[config.mk]
export PLATFORM = sky130hd
export DESIGN_NAME = fp_mul_pipe_flat
export DESIGN_NICKNAME = d
export VERILOG_FILES = /design/src/rtl/fp_mul_pkg.sv /design/src/rtl/fp_mul_if.sv /design/src/rtl/fp_mul_round.sv /design/src/rtl/fp_mul_pipe.sv /design/src/flat_wrapper.sv
export SDC_FILE = /design/constraint.sdc
export NUM_CORES = 2
export LEC_CHECK = 0
export CAP_MARGIN = 0
export CORE_MARGIN = 1
export CORE_UTILIZATION = 50
export DETAILED_ROUTE_END_ITERATION = 12
export PLACE_DENSITY = 0.68
export SLEW_MARGIN = 5
export SYNTH_ARGS = -nofsm -noshare
export SYNTH_HDL_FRONTEND = slang
export SYNTH_SLANG_ARGS = --single-unit
[constraint.sdc]
create_clock -name clk -period 17.4 [get_ports clk]
set_input_delay 4.35 -clock clk [delete_from_list [all_inputs] [get_ports clk]]
set_output_delay 4.35 -clock clk [all_outputs]
set_load 0.005 [all_outputs]
[src/rtl/fp_mul_pkg.sv]
// fp_mul_pkg: shared types and helpers for the pipelined FP multiplier.
//   fp_class_e  - operand class after unpacking (subnormals are treated as zero)
//   fp_flags_t  - {invalid, overflow, underflow, inexact}, MSB first
//   canon_nan() - canonical quiet NaN bit pattern for a given format
//   classify()  - operand class from exponent/mantissa summary bits
// The flag type is only consumed when FP_MUL_FLAGS_EN is defined.
package fp_mul_pkg;

    typedef enum logic [2:0] {
        ClsZero,
        ClsNorm,
        ClsInf,
        ClsQnan,
        ClsSnan
    } fp_class_e;

    typedef struct packed {
        logic invalid;
        logic overflow;
        logic underflow;
        logic inexact;
    } fp_flags_t;

    // Widest packed format the helpers support; callers slice down to W bits.
    localparam int unsigned MaxWidth = 64;

    // Sign 0, exponent all ones, mantissa MSB set, remaining mantissa bits zero.
    function automatic logic [MaxWidth-1:0] canon_nan(input int unsigned exp_w,
                                                      input int unsigned man_w);
        logic [MaxWidth-1:0] v;
        v = ((MaxWidth'(1) << exp_w) - MaxWidth'(1)) << man_w;
        v = v | (MaxWidth'(1) << (man_w - 1));
        return v;
    endfunction

    // Exponent zero flushes to zero regardless of mantissa (no subnormal support).
    function automatic fp_class_e classify(input logic exp_ones, input logic exp_zero,
                                           input logic man_zero, input logic man_msb);
        fp_class_e c;
        if (exp_zero) begin
            c = ClsZero;
        end else if (exp_ones) begin
            if (man_zero) begin
                c = ClsInf;
            end else if (man_msb) begin
                c = ClsQnan;
            end else begin
                c = ClsSnan;
            end
        end else begin
            c = ClsNorm;
        end
        return c;
    endfunction

endpackage

[src/rtl/fp_mul_if.sv]
// fp_mul_if: operand/result handshake bundle for fp_mul_pipe.
//   in_valid/in_ready/in_a/in_b           - operand pair transfer
//   out_valid/out_ready/out_result         - product transfer
//   out_flags {invalid,overflow,underflow,inexact} - only with FP_MUL_FLAGS_EN
// master: issuing side; slave: the multiplier.
interface fp_mul_if #(
    parameter int unsigned EXP_W = 8,
    parameter int unsigned MAN_W = 23
) ();
    import fp_mul_pkg::*;

    localparam int unsigned W = 1 + EXP_W + MAN_W;

    logic         in_valid;
    logic         in_ready;
    logic [W-1:0] in_a;
    logic [W-1:0] in_b;
    logic         out_valid;
    logic         out_ready;
    logic [W-1:0] out_result;
`ifdef FP_MUL_FLAGS_EN
    fp_flags_t    out_flags;
`endif

    modport master (
        output in_valid, in_a, in_b, out_ready,
        input  in_ready, out_valid, out_result
`ifdef FP_MUL_FLAGS_EN
        , input out_flags
`endif
    );

    modport slave (
        input  in_valid, in_a, in_b, out_ready,
        output in_ready, out_valid, out_result
`ifdef FP_MUL_FLAGS_EN
        , output out_flags
`endif
    );

endinterface

[src/rtl/fp_mul_round.sv]
// fp_mul_round: combinational normalise + round-to-nearest-even for a
// (MAN_W+1)x(MAN_W+1) significand product.
//   prod    in  2*MAN_W+2  raw significand product, leading one in one of the top two bits
//   exp_in  in  EXP_W+2    signed biased exponent before normalisation
//   man     out MAN_W      rounded stored mantissa (hidden bit dropped)
//   exp_out out EXP_W+2    signed biased exponent after normalisation and rounding carry
//   inexact out 1          guard or sticky was set
module fp_mul_round #(
    parameter int unsigned EXP_W = 8,
    parameter int unsigned MAN_W = 23
) (
    input  logic        [2*MAN_W+1:0] prod,
    input  logic signed [EXP_W+1:0]   exp_in,
    output logic        [MAN_W-1:0]   man,
    output logic signed [EXP_W+1:0]   exp_out,
    output logic                      inexact
);
    localparam int unsigned PW = 2 * MAN_W + 2;
    localparam int unsigned XW = EXP_W + 2;

    logic [PW-1:0]    norm;
    logic [MAN_W:0]   kept;
    logic             guard;
    logic             sticky;
    logic             round_up;
    logic [MAN_W+1:0] rounded;

    always_comb begin
        // Left-align so the leading one always sits in the MSB.
        norm     = prod[PW-1] ? prod : (prod << 1);
        kept     = norm[PW-1:MAN_W+1];
        guard    = norm[MAN_W];
        sticky   = |norm[MAN_W-1:0];
        round_up = guard & (sticky | kept[0]);
        rounded  = {1'b0, kept} + (MAN_W+2)'(round_up);
        // A carry out of rounding leaves 1.000..0, so the stored bits are all zero.
        man      = rounded[MAN_W+1] ? rounded[MAN_W:1] : rounded[MAN_W-1:0];
        exp_out  = exp_in + XW'(prod[PW-1]) + XW'(rounded[MAN_W+1]);
        inexact  = guard | sticky;
    end

endmodule

[src/rtl/fp_mul_pipe.sv]
// fp_mul_pipe: three-stage pipelined IEEE-754 multiplier, flush-to-zero, RNE.
//   clk  - rising-edge clock
//   rst  - synchronous active-high reset (clears valids and output registers)
//   bus  - fp_mul_if.slave: in_valid/in_ready/in_a/in_b, out_valid/out_ready/out_result,
//          plus out_flags when FP_MUL_FLAGS_EN is defined
// Stages: S1 unpack/classify/multiply, S2 normalise/round, S3 special cases and pack.
// Define FP_MUL_FLAGS_EN to build the exception-flag pipeline and out_flags.
module fp_mul_pipe
    import fp_mul_pkg::*;
#(
    parameter int unsigned EXP_W = 8,
    parameter int unsigned MAN_W = 23
) (
    input logic     clk,
    input logic     rst,
    fp_mul_if.slave bus
);
    localparam int unsigned W  = 1 + EXP_W + MAN_W;
    localparam int unsigned PW = 2 * MAN_W + 2;
    localparam int unsigned XW = EXP_W + 2;

    localparam logic signed [XW-1:0] Bias    = {3'b000, {(EXP_W-1){1'b1}}};
    localparam logic signed [XW-1:0] ExpOvf  = {2'b00, {EXP_W{1'b1}}};
    localparam logic signed [XW-1:0] ExpZero = '0;
    localparam logic [MaxWidth-1:0]  NanFull = canon_nan(EXP_W, MAN_W);
    localparam logic [W-1:0]         NanVal  = NanFull[W-1:0];

    // Handshake
    logic stall;
    logic s1_valid_q, s2_valid_q, out_valid_q;
    logic [W-1:0] out_result_q;

    assign stall          = out_valid_q & ~bus.out_ready;
    // Reset forces readiness; anything offered during reset is dropped anyway.
    assign bus.in_ready   = rst | ~stall;
    assign bus.out_valid  = out_valid_q;
    assign bus.out_result = out_result_q;

    // S1: unpack and multiply
    logic [EXP_W-1:0] exp_a, exp_b;
    logic [MAN_W-1:0] man_a, man_b;
    logic [PW-1:0]    sig_a, sig_b;
    fp_class_e        cls_a, cls_b;

    assign exp_a = bus.in_a[W-2:MAN_W];
    assign exp_b = bus.in_b[W-2:MAN_W];
    assign man_a = bus.in_a[MAN_W-1:0];
    assign man_b = bus.in_b[MAN_W-1:0];
    assign sig_a = {{(MAN_W+1){1'b0}}, 1'b1, man_a};
    assign sig_b = {{(MAN_W+1){1'b0}}, 1'b1, man_b};
    assign cls_a = classify(&exp_a, ~|exp_a, ~|man_a, man_a[MAN_W-1]);
    assign cls_b = classify(&exp_b, ~|exp_b, ~|man_b, man_b[MAN_W-1]);

    logic                 s1_sign_q;
    fp_class_e            s1_cls_a_q, s1_cls_b_q;
    logic [PW-1:0]        s1_prod_q;
    logic signed [XW-1:0] s1_exp_q;

    // S2: normalise and round
    logic [MAN_W-1:0]     rnd_man;
    logic signed [XW-1:0] rnd_exp;
    logic                 rnd_inexact;

    fp_mul_round #(
        .EXP_W(EXP_W),
        .MAN_W(MAN_W)
    ) u_round (
        .prod    (s1_prod_q),
        .exp_in  (s1_exp_q),
        .man     (rnd_man),
        .exp_out (rnd_exp),
        .inexact (rnd_inexact)
    );

    logic                 s2_sign_q;
    fp_class_e            s2_cls_a_q, s2_cls_b_q;
    logic [MAN_W-1:0]     s2_man_q;
    logic signed [XW-1:0] s2_exp_q;
`ifdef FP_MUL_FLAGS_EN
    logic                 s2_inexact_q;
`else
    logic                 unused_rnd_inexact;
    assign unused_rnd_inexact = rnd_inexact;
`endif

    // Payload registers carry no reset; only the valid bits are cleared.
    always_ff @(posedge clk) begin
        if (!stall) begin
            s1_sign_q  <= bus.in_a[W-1] ^ bus.in_b[W-1];
            s1_cls_a_q <= cls_a;
            s1_cls_b_q <= cls_b;
            s1_prod_q  <= sig_a * sig_b;
            s1_exp_q   <= $signed({2'b00, exp_a}) + $signed({2'b00, exp_b}) - Bias;
            s2_sign_q  <= s1_sign_q;
            s2_cls_a_q <= s1_cls_a_q;
            s2_cls_b_q <= s1_cls_b_q;
            s2_man_q   <= rnd_man;
            s2_exp_q   <= rnd_exp;
`ifdef FP_MUL_FLAGS_EN
            s2_inexact_q <= rnd_inexact;
`endif
        end
    end

    // S3: special-case priority and range check
    logic a_nan, b_nan, inf_zero, any_inf, any_zero, special;
    logic case_nan, case_inf, case_zero, case_ovf, case_unf;
    logic [W-1:0] result;

    assign a_nan     = (s2_cls_a_q == ClsQnan) | (s2_cls_a_q == ClsSnan);
    assign b_nan     = (s2_cls_b_q == ClsQnan) | (s2_cls_b_q == ClsSnan);
    assign any_inf   = (s2_cls_a_q == ClsInf) | (s2_cls_b_q == ClsInf);
    assign any_zero  = (s2_cls_a_q == ClsZero) | (s2_cls_b_q == ClsZero);
    assign inf_zero  = any_inf & any_zero;
    assign case_nan  = a_nan | b_nan | inf_zero;
    assign case_inf  = ~case_nan & any_inf;
    assign case_zero = ~case_nan & ~case_inf & any_zero;
    assign special   = case_nan | case_inf | case_zero;
    assign case_ovf  = ~special & (s2_exp_q >= ExpOvf);
    assign case_unf  = ~special & (s2_exp_q <= ExpZero);

    always_comb begin
        result = {s2_sign_q, s2_exp_q[EXP_W-1:0], s2_man_q};
        if (case_nan) begin
            result = NanVal;
        end else if (case_inf | case_ovf) begin
            result = {s2_sign_q, {EXP_W{1'b1}}, {MAN_W{1'b0}}};
        end else if (case_zero | case_unf) begin
            result = {s2_sign_q, {(W-1){1'b0}}};
        end
    end

    always_ff @(posedge clk) begin
        if (rst) begin
            s1_valid_q   <= 1'b0;
            s2_valid_q   <= 1'b0;
            out_valid_q  <= 1'b0;
            out_result_q <= '0;
        end else if (!stall) begin
            s1_valid_q  <= bus.in_valid;
            s2_valid_q  <= s1_valid_q;
            out_valid_q <= s2_valid_q;
            if (s2_valid_q) begin
                out_result_q <= result;
            end
        end
    end

`ifdef FP_MUL_FLAGS_EN
    logic      a_snan, b_snan;
    fp_flags_t flags, out_flags_q;

    assign a_snan = s2_cls_a_q == ClsSnan;
    assign b_snan = s2_cls_b_q == ClsSnan;

    always_comb begin
        flags           = '0;
        flags.invalid   = case_nan & (inf_zero | a_snan | b_snan);
        flags.overflow  = case_ovf;
        flags.underflow = case_unf;
        // Rounding inexact is meaningless once a special value overrides the product.
        flags.inexact   = case_ovf | case_unf | (~special & s2_inexact_q);
    end

    always_ff @(posedge clk) begin
        if (rst) begin
            out_flags_q <= '0;
        end else if (!stall && s2_valid_q) begin
            out_flags_q <= flags;
        end
    end

    assign bus.out_flags = out_flags_q;
`endif

endmodule

[src/flat_wrapper.sv]
// flat-port wrapper written by rule: the top's interface ports become plain ports
module fp_mul_pipe_flat import fp_mul_pkg::*;
#(
    parameter int unsigned EXP_W = 8,
    parameter int unsigned MAN_W = 23
)
  (clk, rst, bus_in_valid, bus_in_a, bus_in_b, bus_out_ready, bus_in_ready, bus_out_valid, bus_out_result);
  fp_mul_if #(.EXP_W(EXP_W), .MAN_W(MAN_W)) bus_i ();
  input logic clk;
  input logic rst;
  input wire logic [$bits(bus_i.in_valid)-1:0] bus_in_valid;
  input wire logic [$bits(bus_i.in_a)-1:0] bus_in_a;
  input wire logic [$bits(bus_i.in_b)-1:0] bus_in_b;
  input wire logic [$bits(bus_i.out_ready)-1:0] bus_out_ready;
  output wire logic [$bits(bus_i.in_ready)-1:0] bus_in_ready;
  output wire logic [$bits(bus_i.out_valid)-1:0] bus_out_valid;
  output wire logic [$bits(bus_i.out_result)-1:0] bus_out_result;
  assign bus_i.in_valid = bus_in_valid;
  assign bus_i.in_a = bus_in_a;
  assign bus_i.in_b = bus_in_b;
  assign bus_i.out_ready = bus_out_ready;
  assign bus_in_ready = bus_i.in_ready;
  assign bus_out_valid = bus_i.out_valid;
  assign bus_out_result = bus_i.out_result;
  fp_mul_pipe #(.EXP_W(EXP_W), .MAN_W(MAN_W)) u_core (.clk(clk), .rst(rst), .bus(bus_i));
endmodule
======== Word-level counts from Yosys, hierarchy flattened ========
Index checks and enable logic that the tools add are counted.
storage, ports and cells
  bits in registers ....................... 140
operators by class
  reductions and logical operators ........ 14
  bitwise operators ....................... 26
  multiplexer cells ....................... 11
  $mul .................................... 1
  equal/unequal tests ..................... 6
  order comparisons ....................... 2
  add/sub/neg operators ................... 5
operators with widths
  operator                                                                               number
  23-bit OR reduction                                                                    3
  31-bit two-way mux                                                                     2
  24-bit by 24-bit multiplier with 48-bit output                                         1
  48-bit two-way mux                                                                     1
  32-bit two-way mux                                                                     1
  24-bit by 1-bit adder with 25-bit output                                               1
  23-bit two-way mux                                                                     1
  10-bit by 1-bit adder with 10-bit output                                               2
  10-bit AND reduction                                                                   2
  9-bit AND reduction                                                                    2
  8-bit AND reduction                                                                    2
  8-bit OR reduction                                                                     2
  3-bit by 2-bit equality test with 1-bit output (second input constant)                 4
  1-bit bitwise OR                                                                       12
  10-bit by 9-bit greater-or-equal comparator with 1-bit output (second input constant)  1
  10-bit by 1-bit <= comparator with 1-bit output (second input constant)                1
  10-bit by 8-bit subtractor with 10-bit output (second input constant)                  1
  8-bit by 8-bit adder with 9-bit output                                                 1
  1-bit bitwise AND                                                                      8
  3-bit equality test (second input constant)                                            2
  3-bit zero test                                                                        2
  3-bit two-way mux                                                                      2
  1-bit NOT                                                                              5
  2-bit two-way mux                                                                      2
  3 further kinds                                                                        4

======== Longest topological paths before layout ========
  word-level depth ........................ 16
  mapped depth ............................ 26

======== By module ========
Synthesis repeated with hierarchy kept, for this count alone.
unflattened totals
  cell total of the unflattened synthesis .. 2764
  area total of the unflattened synthesis .. 25615.8 um^2
modules (own cells, without submodules)
  module        cells each  area an instance (um^2)  instances
  fp_mul_pipe   2537        24138.2                  1
  fp_mul_round  227         1477.7                   1

======== Least setup slack after synthesis ========
OpenSTA, ideal clock, no wires.
  path type ............................... input -> output
  from .................................... in bus_out_ready
  to ...................................... out bus_in_ready
  arrival ................................. 7.905 ns
  buffers on the path ..................... 1
  data required time ...................... 13.050 ns
  setup slack ............................. 5.145 ns
  stages on the path ...................... 3
  cells stage by stage .................... nand2b_1 clkbuf_1 or2_2
on the way
  word-level cells in the longest chain between the ends .. 4
ends and longest elaborated chain
  what               RTL line            RTL
  start, declared    flat_wrapper.sv:14  input wire logic [$bits(bus_i.out_ready)-1:0] bus_out_ready;
  1-bit NOT          fp_mul_pipe.sv:33   assign stall = out_valid_q & ~bus.out_ready;
  1-bit bitwise AND  fp_mul_pipe.sv:33
  1-bit NOT          fp_mul_pipe.sv:35   assign bus.in_ready = rst | ~stall;
  1-bit bitwise OR   fp_mul_pipe.sv:35
  end, declared      flat_wrapper.sv:15  output wire logic [$bits(bus_i.in_ready)-1:0] bus_in_ready;
No other way between the ends.

======== Worst setup path after layout ========
  from .................................... in bus_in_b[8]
  to ...................................... reg u_core.s1_prod_q[32], data pin
on the way
  word-level cells in the longest chain between the ends .. 1
ends and longest elaborated chain
  what                                            RTL line            RTL
  start, declared                                 flat_wrapper.sv:13  input wire logic [$bits(bus_i.in_b)-1:0] bus_in_b;
  24-bit by 24-bit multiplier with 48-bit output  fp_mul_pipe.sv:92   s1_prod_q <= sig_a * sig_b;
  end signal, assigned                            fp_mul_pipe.sv:92
  end, declared                                   fp_mul_pipe.sv:56   logic [PW-1:0] s1_prod_q;
No other way between the ends.
A chain may end at the register's enable or synchronous reset.

==> metrics <==
Crit path largest cell delay=0.98 ns; Netlist cell types=75; Sink Count=140; Die W=227 µm; Pins Over Slew Limit=0; fmax=0.0844 GHz; drt pass-1 iters=5; worst skew pair latency=0.43 ns; critical path arrival=12.02 ns; HPWL after detailed placement=49900 µm; Gates resized, CTS repair=0; Worst Max-Slew Pin Slew=1.21 ns; period utilization=0.681; Routed wire per std cell=19.4 µm; Area contributors post-synth=fa_1, edfxtp_1, ha_1; largest net degree at the start of global routing=84; Post-synth EDFFs=105; Core ar.=49400 µm²; Seq/Total Area, Yosys=0.153; antenna diode count=0; footprint of the multi-input gates=18600 µm²; most frequent cell after synthesis=inv_1; vias per cell=5.38; DIE HEIGHT=227 µm; vias=18.4k; gr usage total=0.272; DR iter-0 viols=1438; Root Buffer=clkbuf_16; Fillers=4441; cell taking the most area after synthesis=fa_1; mapped cell area=25200 µm²; Worst Hold Path Cells=0; run status=completed; initial antenna violation count=0; Final nets=3469; first-pass GRT wire length=106000 µm; antenna violation net count after detailed routing=0; Final TNS setup=0 ns; Critical Path Most Common Cell=fa_1; clock period minus worst slack=11.85 ns; cell count along the critical path=25; Critical-path top delay cell=clkdlybuf4s50_1; Congestion Overflow GR=0; FF-to-FF path depth=15; WL final=66000 µm; Max-cap violations=0; final hold vios=0; CP startpoint kind=primary input; min-delay worst type=reg -> reg; row cnt=81; syn_nets=3434; hold_buf cts=0; synth cell count leaders=inv_1, fa_1, nand2_1, and2_1, ha_1; htree depth=4; deepest clock path buffer count=2; Syn Inst Count=2698; worst-path maximum fanout=18; clock-pin transition on the worst setup and hold timing paths=0.06 ns; CP Class=in -> reg; ratio of cells with drive above 1 in the final layout=0.0371; post-CTS setup buffers=0; Worst Skew=0.0127 ns; Synth top area share=0.384; effective utilization at floorplan=0.511; Num CTS Buffers=17; input/output buffers=101; ys async rst share=0; Avg Inst Size Synth=9.35 µm²; register bit total from synthesis=140; Worst Path Required=17.57 ns; Synth Warn #=0; CP Capture Type=flop; TritonCTS clock tree=built; Layout area overhead=8.73%; Reg area=3850 µm²; IO Pins=102; RSZ-0062 raised after global routing=no; Die Footprint=51300 µm²; Final setup viols=0; vias in the first global route=19.6k; Post-synth top flop=edfxtp_1; Slew HR=0.189; CP bufs+invs=8; DRC viols=0; Placer Congestion=0.934; Top delay family on crit path=adder cells
[path summary, 6_finish.rpt]
kind                        start                    to  slack (ns)
max reg2reg  u_core.s1_prod_q[47]    u_core.s2_exp_q[9]       12.90
min          u_core.s1_cls_b_q[1]  u_core.s2_cls_b_q[1]        0.42
max                   bus_in_b[8]  u_core.s1_prod_q[32]        5.55
min reg2reg  u_core.s1_cls_b_q[1]  u_core.s2_cls_b_q[1]        0.42
[sequential cells by signal (all words and copies together) (netlist names), 10 cells and up]
| signal | cells |
|---|---|
| u_core.s2_man_q | 23 |
| u_core.s2_exp_q | 10 |
| u_core.bus.out_result | 32 |
| u_core.s1_exp_q | 10 |
| u_core.s1_prod_q | 48 |
[placed cells by master (no fill, tap or decap), types with 7 or more instances in the layout]
cell type	instances
ha_1	184
nand4_1	22
dfxtp_1	35
and2_1	248
inv_1	596
a21oi_1	62
a31oi_1	9
nand2_1	335
buf_4	39
edfxtp_1	105
nor2_1	112
o21ai_0	33
a22oi_1	24
o21bai_1	12
nor2b_1	7
xnor2_1	57
clkdlybuf4s50_1	101
nor3_1	12
mux2i_1	12
nand3_1	31
nor4_1	25
fa_1	484
a21o_1	17
xor2_1	32
and3_1	8
o211ai_1	10
clkbuf_16	17
a211oi_1	20
[per-stage QoR]
stage	setup WS, ns	hold slack, ns	instance area (µm²)	utilization	instances
after floorplan	5.15	0.400	25200	-	2698
after CTS	5.65	0.419	27400	0.556	3410
after global routing	5.12	0.427	27400	0.556	3410
after detailed placement	5.18	0.405	26900	0.544	3378
after global placement	5.34	0.404	26900	0.544	3378
final	5.55	0.417	27400	0.556	3410
[cell families (layout without fill, tap and decap cells)]
kind of cell | after synthesis | after routing | synth area share
xor+xnor | 89 | 89 | 0.0309
compound gates | 228 | 228 | 0.0617
flops | 140 | 140 | 0.153
mux | 17 | 17 | 0.00754
buf+inv | 724 | 772 | 0.109
fa+ha+maj | 668 | 668 | 0.475
simple gates | 832 | 832 | 0.162
[layout make-up]
class	instances	share of cell area
clock inverter	14	0.00493
inverter	600	0.0821
tap	664	0.0303
multi-input combinational	1834	0.679
timing repair buffer	140	0.0475
clock buffer	18	0.0156
sequential	140	0.141
[worst register-to-register path, stage by stage (launching register included)]
cell and delay (ns):
edfxtp_1 0.35, buf_4 0.27, nand2b_2 0.28, a21oi_1 0.15, ha_1 0.22, nand3_1 0.18
nor4_4 0.33, nand3_1 0.21, a2111oi_4 0.46, o211a_1 0.55, inv_1 0.14, fa_1 0.44
nor2b_1 0.22, and3_1 0.22, nand3_1 0.10, xnor2_1 0.14
[layer usage]
metal / routed length, µm / vias up / track usage
met5: 0 / - / 0
met1: 27600 / 9149 / 0.361
met4: 2340 / 0 / 0.101
met2: 31100 / 761 / 0.448
li1: - / 8302 / -
met3: 4980 / 138 / 0.0434
Power is not shown: default switching activity piles up to over one toggle a cycle in this logic, so the estimate is an artifact.
